## config.mk

```make
export PLATFORM = sky130hd
export DESIGN_NAME = vga_vram_scanner
export DESIGN_NICKNAME = d
export VERILOG_FILES = /design/src/rtl/vga_vram_scanner.sv
export SDC_FILE = /design/constraint.sdc
export NUM_CORES = 1
export LEC_CHECK = 0
export CAP_MARGIN = 15
export CORE_ASPECT_RATIO = 1.75
export CORE_UTILIZATION = 50
export CTS_CLUSTER_DIAMETER = 120
export DETAILED_ROUTE_END_ITERATION = 8
export DONT_BUFFER_PORTS = 1
export GPL_ROUTABILITY_DRIVEN = 1
export GPL_TIMING_DRIVEN = 0
export PLACE_DENSITY = 0.71
export SLEW_MARGIN = 25
export SYNTH_ARGS = -nofsm -noshare
export SYNTH_HDL_FRONTEND = slang
export SYNTH_SLANG_ARGS = --single-unit
```

## constraint.sdc

```tcl
create_clock -name clk -period 1.7 [get_ports clk]
set_clock_uncertainty 0.05 [all_clocks]
set_input_delay 0.34 -clock clk [delete_from_list [all_inputs] [get_ports clk]]
set_output_delay 0.34 -clock clk [all_outputs]
set_load 0.005 [all_outputs]
```

## src/rtl/vga_vram_scanner.sv

```systemverilog
// 640x480@60Hz raster scanner for a 128x96 1-bit RGB frame buffer, each stored pixel upscaled to SCALE x SCALE.
// Optional macro BORDER_EN forces a white one-pixel frame around the visible area.
module vga_vram_scanner #(
    parameter int CLK_DIV   = 4,
    parameter int H_VISIBLE = 640,
    parameter int H_FP      = 16,
    parameter int H_SYNC    = 96,
    parameter int H_BP      = 48,
    parameter int V_VISIBLE = 480,
    parameter int V_FP      = 10,
    parameter int V_SYNC    = 2,
    parameter int V_BP      = 33,
    parameter int SCALE     = 5
) (
    input  logic        clk,
    input  logic        reset,
    input  logic        red_in,
    input  logic        green_in,
    input  logic        blue_in,
    output logic [13:0] address,
    output logic [3:0]  vga_red,
    output logic [3:0]  vga_green,
    output logic [3:0]  vga_blue,
    output logic        hsync,
    output logic        vsync,
    output logic        frame_start
);
    localparam int H_TOTAL = H_VISIBLE + H_FP + H_SYNC + H_BP;
    localparam int V_TOTAL = V_VISIBLE + V_FP + V_SYNC + V_BP;
    localparam int TW = $clog2(CLK_DIV);
    localparam int HW = $clog2(H_TOTAL);
    localparam int VW = $clog2(V_TOTAL);
    localparam int SW = $clog2(SCALE + 1);
    localparam logic [6:0] COL_MAX = 7'd127;
    localparam logic [6:0] ROW_MAX = 7'd95;

    logic [TW-1:0] tick_p0;
    logic [HW-1:0] hcount_p0;
    logic [VW-1:0] vcount_p0;
    logic [SW-1:0] hsub_p0;
    logic [SW-1:0] vsub_p0;
    logic [6:0]    col_p0;
    logic [6:0]    row_p0;
    logic          pix_tick;
    logic          h_wrap;
    logic          v_wrap;
    logic          hsub_wrap;
    logic          vsub_wrap;
    logic          visible;
    logic          hs_on;
    logic          vs_on;
    logic          force_on;

    function automatic logic [6:0] sat_inc(input logic [6:0] v, input logic [6:0] lim);
        return (v >= lim) ? lim : v + 7'd1;
    endfunction

    function automatic logic [3:0] dac(input logic d, input logic vis, input logic frc);
        return vis ? (frc ? 4'hF : {4{d}}) : 4'h0;
    endfunction

    assign pix_tick  = (tick_p0 == TW'(CLK_DIV - 1));
    assign h_wrap    = (hcount_p0 == HW'(H_TOTAL - 1));
    assign v_wrap    = (vcount_p0 == VW'(V_TOTAL - 1));
    assign hsub_wrap = (hsub_p0 == SW'(SCALE - 1));
    assign vsub_wrap = (vsub_p0 == SW'(SCALE - 1));
    assign visible   = (hcount_p0 < HW'(H_VISIBLE)) && (vcount_p0 < VW'(V_VISIBLE));
    assign hs_on     = (hcount_p0 >= HW'(H_VISIBLE + H_FP)) &&
                       (hcount_p0 <= HW'(H_VISIBLE + H_FP + H_SYNC - 1));
    assign vs_on     = (vcount_p0 >= VW'(V_VISIBLE + V_FP)) &&
                       (vcount_p0 <= VW'(V_VISIBLE + V_FP + V_SYNC - 1));

`ifdef BORDER_EN
    assign force_on = (hcount_p0 == '0) || (hcount_p0 == HW'(H_VISIBLE - 1)) ||
                      (vcount_p0 == '0) || (vcount_p0 == VW'(V_VISIBLE - 1));
`else
    assign force_on = 1'b0;
`endif

    // p0: pixel tick divider and raster counters; col/row stepped by sub-counters instead of dividers
    always_ff @(posedge clk) begin
        if (reset) begin
            tick_p0   <= '0;
            hcount_p0 <= '0;
            vcount_p0 <= '0;
            hsub_p0   <= '0;
            vsub_p0   <= '0;
            col_p0    <= '0;
            row_p0    <= '0;
        end else begin
            tick_p0 <= pix_tick ? '0 : tick_p0 + TW'(1);
            if (pix_tick) begin
                if (h_wrap) begin
                    hcount_p0 <= '0;
                    hsub_p0   <= '0;
                    col_p0    <= '0;
                    if (v_wrap) begin
                        vcount_p0 <= '0;
                        vsub_p0   <= '0;
                        row_p0    <= '0;
                    end else begin
                        vcount_p0 <= vcount_p0 + VW'(1);
                        if (vsub_wrap) begin
                            vsub_p0 <= '0;
                            row_p0  <= sat_inc(row_p0, ROW_MAX);
                        end else begin
                            vsub_p0 <= vsub_p0 + SW'(1);
                        end
                    end
                end else begin
                    hcount_p0 <= hcount_p0 + HW'(1);
                    if (hsub_wrap) begin
                        hsub_p0 <= '0;
                        col_p0  <= sat_inc(col_p0, COL_MAX);
                    end else begin
                        hsub_p0 <= hsub_p0 + SW'(1);
                    end
                end
            end
        end
    end

    // p1: VRAM address, data returns one clock later, well before the next tick
    always_ff @(posedge clk) begin
        if (reset) begin
            address <= '0;
        end else begin
            address <= {row_p0, col_p0};
        end
    end

    // p2: sync and colour registered together on the tick, one pixel behind the counters
    always_ff @(posedge clk) begin
        if (reset) begin
            hsync       <= 1'b1;
            vsync       <= 1'b1;
            vga_red     <= 4'h0;
            vga_green   <= 4'h0;
            vga_blue    <= 4'h0;
            frame_start <= 1'b0;
        end else begin
            frame_start <= pix_tick && (hcount_p0 == '0) && (vcount_p0 == '0);
            if (pix_tick) begin
                hsync     <= ~hs_on;
                vsync     <= ~vs_on;
                vga_red   <= dac(red_in, visible, force_on);
                vga_green <= dac(green_in, visible, force_on);
                vga_blue  <= dac(blue_in, visible, force_on);
            end
        end
    end
endmodule

```

==> results.md, run 1 <==
* GRT Max-Usage Layer: met2
* Dpl hpwl at between 4 and 5 mm
* First-pass GRT wire length at between 10 and 15 mm
* Setup violations, final at 11
* Adder-Cell Fraction of Synth Area at 4.78%
* Relative slew slack at ~67%
* Final min period at around 1.7 ns
* Tot Pwr at 2.72 mW
* R2R setup slack at -0.02 ns
* Final core utilization at about three fifths
* TritonCTS Buffers at 9
* Max Buffers Root-to-Sink at 2
* Startpoint Class: flip-flop
* Syn Area/Cell at 8.68 um^2
* WP data arrival at ~1.9 ns
* Largest family of logic cells by synthesized area: simple AND/OR/NAND/NOR gates
* Post-Syn Instances at about 330
* H-tree levels at 3
* Number of flops mapped to enable cells by yosys at 0
* Kind of end point of the critical path: flip-flop
* Clk pin slew, worst setup/hold paths at roughly 0.060 ns
* Area grow syn2layout at 16.5%
* Wire per inst at approximately 15 um
* MaxCap Viol Count at 0
* FFs w/ async S/R, synth at 0%
* Worst setup path category: reg2reg
* Nets at around 370
* Post-synthesis instance area at 2880 um^2
* Die footprint at approximately 6100 um^2
* Core Footprint at ~5500 um^2
* Total clock sinks at 62
* Worst Setup Slack, final at -0.0247 ns
* Power Internal at approximately 2.1 mW
* Net Sw Frac at between 20% and 30%
* Final Max Tran Viols at 0
* Peak VDD IR at 436 uV
* Post-route clock period utilization at 101%
* Power share of the clock group at a little over two fifths
* Hold depth at 1
* Grt met1 use at about a quarter
* GR Layer Usage met3 at approximately 6.3%
* N_diodes at 0
* Endpoints failing hold at 0
* Initial antenna violation count at 0
* Sequential Power Share at a little over half
* Synthesized flop and latch total at between 60 and 70
* Xor/xnor share of the synthesized area at 3.34%
* Post-Synth Simple-Gate Area at roughly a quarter
* Most frequent cells in the layout: dfxtp_1, nor2_1, nand2_1
* Root buffer cell: clkbuf_8
* First-pass detailed-route iteration total at 4
* Die X at roughly 59 um
* Post-Syn Nets at between 300 and 400
* Commonest non-fill, non-tap cell in the layout: dfxtp_1
* PwrDens at between 800 and 900 nW/um^2
* Gr usage total at about 23%
* Global route overflow at 0
* Compound-gate portion of the synthesized area at between 15 and 20%
* Part of the Yosys area used for sequential elements at between 40% and 50%
* Largest net degree at the start of global routing at 11
* Total Wirelength at 6.27 mm
* DR vias at 2,461
* Status: finished with violations
* Worst slew pin tran at 0.491 ns
* RR Startpoint: hcount_p0[5]
* Hold Crit Class: in2reg
* Multiplexer area fraction after synthesis at less than 1%
* Crit Path Max Fanout at 10
* Die H at 102 um
* Cell Rows at 36
* GPL Wtd Cong at 0.862
* I/O pin total at 34
* Post-Route Setup TNS at -0.132 ns
* Fin area at ~3400 um^2
* Via count of the first global-routing pass at 2,278
* Critical Path RT at around 1.9 ns
* Worst reg2reg path depth at 8
* CTS tree: built
* Grt met2 use at about 40%
* Comb pwr share at approximately 3.7%
* Initial core utilization at between 50 and 60%
* Net Switching at between 600 and 700 uW
* Buffers on Ports at 0
* Failing checks: setup timing
* Netlist cell types at 47
* Lkg Pwr at between 1 and 1.5 nW
* Fmax at about 580 MHz
* DRT antenna net count at 0
* Synth warn at 0
* Mean number of vias per cell at between 5 and 6
* DR DRC count at 0
* Hold Path Sink: vga_blue[2]
* Layout cells sized above 1 at 17.7%
* Hold WS at roughly 0.056 ns
* RSZ-0062 raised after global routing: yes
* Worst hold path startpoint: blue_in
* Iter 0 DRT Violations at 116
* Placed Instance Area at approximately 3000 um^2
* Worst skew pair latency at ~0.36 ns
* Hold_buf cts at 0
* Synth Flop Type: dfxtp_1
* Reg2Reg Capture Point: vcount_p0[9]
==> metal layers <==
metal	part of all wire (%)	vias to the layer above
met3	4.6	19
met2	53	61
li1	-	1210
met5	0	-
met1	39	1171
met4	2.9	0
==> logic make-up after synthesis <==
group / count (synthesis)
adders and majority gates: 11
buffers and inverters: 42
muxes: 1
AOI/OAI and AO/OA: 69
and+or+nand+nor: 136
xor gates and xnor gates: 11
DFF: 62
==> flip-flops by register name, indices dropped and copies added, names as in the netlist <==
name,cells
address,14
vsub_p0,3
hsub_p0,3
hsync,1
vsync,1
row_p0,7
vga_blue,1
col_p0,7
hcount_p0,10
frame_start,1
vga_red,1
tick_p0,2
vga_green,1
vcount_p0,10
==> through the flow <==
stage | instances | worst slack (ns)
final | 432 | -0.0247
after global routing | 432 | -0.115
after CTS | 428 | 0.0000495
after detailed placement | 408 | -0.276
after global placement | 408 | -0.297
after floorplan | 332 | 0.0536
==> final cells by class <==
type	instances	area [um^2]
Fill cell	498	2180
Clock buffer	14	163
Sequential cell	62	1250
Inverter	22	82.6
Buffer	19	139
Tap cell	76	95.1
Timing Repair Buffer	10	101
Multi-Input combinational cell	228	1530
Clock inverter	1	5.00
==> worst max-delay path, stage by stage (launching register included) <==
cell and delay (ns):
dfxtp_1 0.31, buf_6 0.13, nor4b_4 0.24, buf_4 0.19, nand4_4 0.17, buf_6 0.19
o21ai_4 0.14, buf_12 0.14, a21oi_1 0.04
==> power by group through the flow <==
| stage | combinational [mW] | clock [mW] | sequential [mW] |
|---|---|---|---|
| after floorplan | 0.0668 | 0 | 1.51 |
| after global placement | 0.0899 | 0 | 1.51 |
| after detailed placement | 0.0900 | 0 | 1.51 |
| after CTS | 0.0981 | 1.17 | 1.48 |
| after global routing | 0.115 | 1.23 | 1.48 |
| final | 0.101 | 1.14 | 1.48 |
==> cells in the mapped netlist (3+ instances only) <==
cell / number / area [um^2]
dfxtp_1: 62 / 1240
nor2_1: 31 / 116
nand2_1: 24 / 90.1
inv_1: 22 / 82.6
a21oi_1: 18 / 90.1
nand3_1: 17 / 85.1
o21ai_0: 17 / 85.1
ha_1: 11 / 138
buf_4: 10 / 75.1
nor3_1: 10 / 50.1
or3_1: 10 / 62.6
nor2b_1: 9 / 56.3
a22o_1: 8 / 70.1
and3_1: 7 / 43.8
and2_1: 6 / 37.5
nand4_1: 6 / 37.5
xnor2_1: 6 / 52.6
nor4_1: 5 / 31.3
o21ai_1: 5 / 25.0
xor2_1: 5 / 43.8
buf_2: 4 / 20.0
o2111ai_1: 4 / 35.0
a31oi_1: 3 / 18.8
==> what timing repair did <==
| item | 4_1_cts | 5_1_grt |
|---|---|---|
| cloned | 1 | 0 |
| pin swaps | 3 | 7 |
| buffers inserted | 5 | 4 |
| gates resized for setup | 19 | 15 |
| endpoints found under the hold margin | 0 | 0 |
| endpoints found under the setup margin | 33 | 30 |
==> worst max-delay path by stage <==
stage	from	to	slack [ns]	cells past startpoint
6_report	hcount_p0[5]	vcount_p0[9]	-0.02	8
5_1_grt	hcount_p0[5]	vcount_p0[9]	-0.11	8
4_1_cts	hcount_p0[0]	vcount_p0[9]	0.00005	5
3_5_place_dp	hcount_p0[0]	vcount_p0[1]	-0.28	6
3_3_place_gp	hcount_p0[0]	row_p0[5]	-0.30	5
2_1_floorplan	hcount_p0[0]	vcount_p0[9]	0.05	5
No activity file was read; power rests on OpenSTA's default activity.
==> run 2, diff against run 1 <==
--- a/config.mk
+++ b/config.mk
@@ -5,10 +5,12 @@
 export SDC_FILE = /design/constraint.sdc
 export NUM_CORES = 1
 export LEC_CHECK = 0
+export ABC_AREA = 1
 export CAP_MARGIN = 15
 export CORE_ASPECT_RATIO = 1.75
 export CORE_UTILIZATION = 50
 export CTS_CLUSTER_DIAMETER = 120
+export CTS_CLUSTER_SIZE = 25
 export DETAILED_ROUTE_END_ITERATION = 8
 export DONT_BUFFER_PORTS = 1
 export GPL_ROUTABILITY_DRIVEN = 1
==> run 2 against run 1 <==
Against the previous run:
- the flow now finishes without violations
- fmax increased by 5.9%
- wire length increased by 5.8%
- cell area increased by 2.8%
- first-iteration DRC count rose by 27%
- core utilization is 1.5 points lower
- largest power group unchanged
- sequential power about the same
- combinational power barely moved
- critical path depth grew 1
- non-clock buffer count down 10
==> results.md, run 2 <==
* Status: completed (was finished with violations)
* Total clock sinks at 62 (unchanged)
* Net Sw Frac at 23.0% (was 22.5%)
* GRT Max-Usage Layer: met2 (unchanged)
* Cell Rows at 37 (was 36)
* Post-Syn Instances at 421 (was 332)
* Peak VDD IR at 627 uV (was 436 uV)
* GPL Wtd Cong at 0.867 (was 0.862)
* Grt met1 use at 24.4% (was 23.5%)
* Power Internal at 2.33 mW (was 2.11 mW)
* Startpoint Class: flip-flop (unchanged)
* Initial antenna violation count at 0 (unchanged)
* Synth warn at 0 (unchanged)
* CTS tree: built (unchanged)
* Post-Synth Simple-Gate Area at 34.1% (was 25.5%)
* Crit Path Max Fanout at 6 (was 10)
* Synth Flop Type: dfxtp_1 (unchanged)
* RR Startpoint: hcount_p0[0] (was hcount_p0[5])
* Reg2Reg Capture Point: row_p0[1] (was vcount_p0[9])
* GR Layer Usage met3 at 4.58% (was 6.33%)
* Largest family of logic cells by synthesized area: simple AND/OR/NAND/NOR gates (unchanged)
* Hold depth at 2 (was 1)
* Synthesized flop and latch total at 62 (unchanged)
* Fill cell count at 564 (was 498)
* TritonCTS Buffers at 9 (unchanged)
* Iter 0 DRT Violations at 147 (was 116)
* Area contributors post-synth: dfxtp_1, nand2_1, nor2_1 (was dfxtp_1, ha_1, nor2_1)
* Hold Path Sink: vga_red[2] (was vga_blue[2])
* Syn Area/Cell at 7.14 um^2 (was 8.68 um^2)
* Final Max Tran Viols at 0 (unchanged)
* Worst slew pin tran at 0.628 ns (was 0.491 ns)
* Hold Crit Class: in2reg (unchanged)
* H-tree levels at 3 (unchanged)
* R2R setup slack at 0.07 ns (was -0.02 ns)
* Post-synthesis instance area at 3000 um^2 (was 2880 um^2)
* N_diodes at 0 (unchanged)
* Netlist cell types at 29 (was 47)
* Footprint of the multi-input gates at 1540 um^2 (was 1530 um^2)
* MaxCap Viol Count at 0 (unchanged)
* Critical Path RT at 1.89 ns (about the same)
* DR DRC count at 0 (unchanged)
* Total Wirelength at 6.63 mm (was 6.27 mm)
* Synth cell count leaders: nand2_1, nor2_1, dfxtp_1 (was dfxtp_1, nor2_1, nand2_1)
* Most frequent cells in the layout: nand2_1, nor2_1, dfxtp_1 (was dfxtp_1, nor2_1, nand2_1)
* Multiplexer area fraction after synthesis at 0% (was 0.391%)
* First-pass GRT wire length at 10.7 mm (was 10.1 mm)
* Post-Syn Nets at 437 (was 348)
* Biggest register: address (unchanged)
* Number of flops mapped to enable cells by yosys at 0 (unchanged)
* Initial core utilization at 51.5% (was 52.0%)
* Final min period at 1.63 ns (was 1.72 ns)
* Xor/xnor share of the synthesized area at 2.33% (was 3.34%)
* Net Switching at 698 uW (was 613 uW)
* Hold WS at 0.0931 ns (was 0.0565 ns)
* Adder-Cell Fraction of Synth Area at 4.58% (was 4.78%)
* Nets at 455 (was 368)
* Top cell type's share of synthesized area at 41.3% (was 43.1%)
* Area grow syn2layout at 14.8% (was 16.5%)
* FFs w/ async S/R, synth at 0% (unchanged)
* Count leader, synth: nand2_1 (was dfxtp_1)
* Setup violations, final at 0 (was 11)
* Mean number of vias per cell at 5.06 (was 5.70)
* Wire per inst at 12.7 um (was 14.5 um)
* Worst reg2reg path depth at 9 (was 8)
* Global route overflow at 0 (unchanged)
* Lkg Pwr at 1.54 nW (was 1.22 nW)
* Part of the Yosys area used for sequential elements at 41.3% (was 43.1%)
* Sequential Area at 1240 um^2 (was 1250 um^2)
* Gr usage total at 22.8% (was 22.5%)
* Clk pin slew, worst setup/hold paths at 0.07 ns (was 0.06 ns)
* DR vias at 2,641 (was 2,461)
* Via count of the first global-routing pass at 2,511 (was 2,278)
* Power share of the clock group at 47.8% (was 41.9%)
* Relative slew slack at 58.1% (was 67.3%)
* Worst skew pair latency at 0.36 ns (about the same)
* Synth area leader: dfxtp_1 (unchanged)
* Kind of end point of the critical path: flip-flop (unchanged)
* Sequential Power Share at 48.9% (was 54.4%)
* Buffers on Ports at 0 (unchanged)
* DRT antenna net count at 0 (unchanged)
* Comb pwr share at 3.4% (was 3.7%)
* Max Buffers Root-to-Sink at 2 (unchanged)
* PwrDens at 878 nW/um^2 (was 810 nW/um^2)
* Worst hold path startpoint: red_in (was blue_in)
* Largest net degree at the start of global routing at 13 (was 11)
* Fmax at 614 MHz (was 580 MHz)
* Post-route clock period utilization at 95.8% (was 101%)
* Compound-gate portion of the synthesized area at 7.54% (was 15.4%)
* First-pass detailed-route iteration total at 5 (was 4)
* Endpoints failing hold at 0 (unchanged)
* Grt met2 use at 38.6% (was 39.7%)
* Root buffer cell: clkbuf_8 (unchanged)
* Biggest regs: address: 14 flops, hcount_p0: 10 flops, vcount_p0: 10 flops (unchanged)
* WP data arrival at 1.82 ns (was 1.91 ns)
* Layout cells sized above 1 at 14.6% (was 17.7%)
* Dpl hpwl at 4.61 mm (was 4.39 mm)
* Commonest non-fill, non-tap cell in the layout: nand2_1 (was dfxtp_1)
* I/O pin total at 34 (unchanged)
* Worst setup path category: reg2reg (unchanged)
* Max reg flops at 14 (unchanged)
* Post-Route Setup TNS at 0 ns (was -0.132 ns)
* Die X at 60.6 um (was 59.4 um)
* Core Footprint at 5830 um^2 (was 5540 um^2)
* Die H at 105 um (was 102 um)
* Die footprint at 6330 um^2 (was 6080 um^2)
-- run 2: changes by cell type in the layout (fill, tap and decap cells not counted), moves of 7 or more --
cell	before	now
nand2_1	23	93
inv_1	22	57
nor2_1	31	62
nand3_1	16	26
or3_1	10	0
a22o_1	8	0
nor2b_1	8	0
nand2_2	0	7
-- run 2: worst max-delay path by stage --
stage                             from          end  slack, ns  depth (start not counted)
after CTS                 vcount_p0[1]   vsub_p0[0]      0.008                          9
after global routing      vcount_p0[0]    row_p0[2]      -0.01                         10
final                     hcount_p0[0]    row_p0[1]       0.07                          9
after detailed placement    tick_p0[0]  frame_start      -0.16                          5
after floorplan             tick_p0[0]    row_p0[0]       0.21                          8
after global placement      tick_p0[0]  frame_start      -0.16                          5
-- run 2: per-layer routing --
layer	up-vias	share of wire, %
met2	53	54
met3	15	2.9
met5	-	0
met4	0	3.2
li1	1370	-
met1	1203	40
-- run 2: final cells by class --
class	count	area share (%)
repair buffers	6	1.31
clock inverters	7	2.83
multi-input cells	288	44.5
flip-flops and latches	62	36.1
well taps	78	2.83
inverters	59	6.42
clock buffers	9	3.59
plain buffers	13	2.43
-- run 2: worst max-delay path, cell delays in order (launching register included) --
cell	delay [ns]
dfxtp_2	0.36
ha_2	0.23
nand3_4	0.13
nor2_4	0.18
nand2_4	0.09
nor2_8	0.15
buf_4	0.13
nand2_2	0.07
nand2_1	0.07
nand2_1	0.05
-- run 2: cells by family after synthesis --
kind of cell / count (synthesis)
flops: 62
buf+inv: 72
compound gates: 42
xor+xnor: 8
simple gates: 226
fa+ha+maj: 11
-- run 2: repair_timing --
item                                    4_1_cts  5_1_grt
pin swaps                                     2        4
endpoints found under the setup margin       22       19
hold buffers                                  0        0
setup buffers                                 3        3
gates resized for setup                      10       10
cloned                                        0        1
-- run 2: metrics by stage --
step	worst slack, ns	utilization (%)	power [mW]	instances	area (um^2)
CTS	0.00759	57.9	3.04	518	3380
floorplan	0.206	-	1.58	421	3000
detailed placement	-0.159	53.2	1.60	499	3100
global placement	-0.161	53.2	1.60	499	3100
global route	-0.0113	59.1	3.14	522	3450
finish	0.0718	59.1	3.03	522	3450
-- run 2: power groups by stage --
| stage | clock [mW] | sequential, mW | combinational [mW] |
|---|---|---|---|
| after detailed placement | 0 | 1.51 | 0.0931 |
| after global placement | 0 | 1.51 | 0.0929 |
| final | 1.45 | 1.48 | 0.102 |
| after CTS | 1.47 | 1.48 | 0.0958 |
| after global routing | 1.54 | 1.48 | 0.117 |
| after floorplan | 0 | 1.51 | 0.0713 |
==> run 3, diff against run 2 <==
--- a/config.mk
+++ b/config.mk
@@ -6,7 +6,7 @@
 export NUM_CORES = 1
 export LEC_CHECK = 0
 export ABC_AREA = 1
-export CAP_MARGIN = 15
+export CAP_MARGIN = 0
 export CORE_ASPECT_RATIO = 1.75
 export CORE_UTILIZATION = 50
 export CTS_CLUSTER_DIAMETER = 120
==> results of run 3 <==
No change in the layout: final DEF, timing and power equal those of run 2.
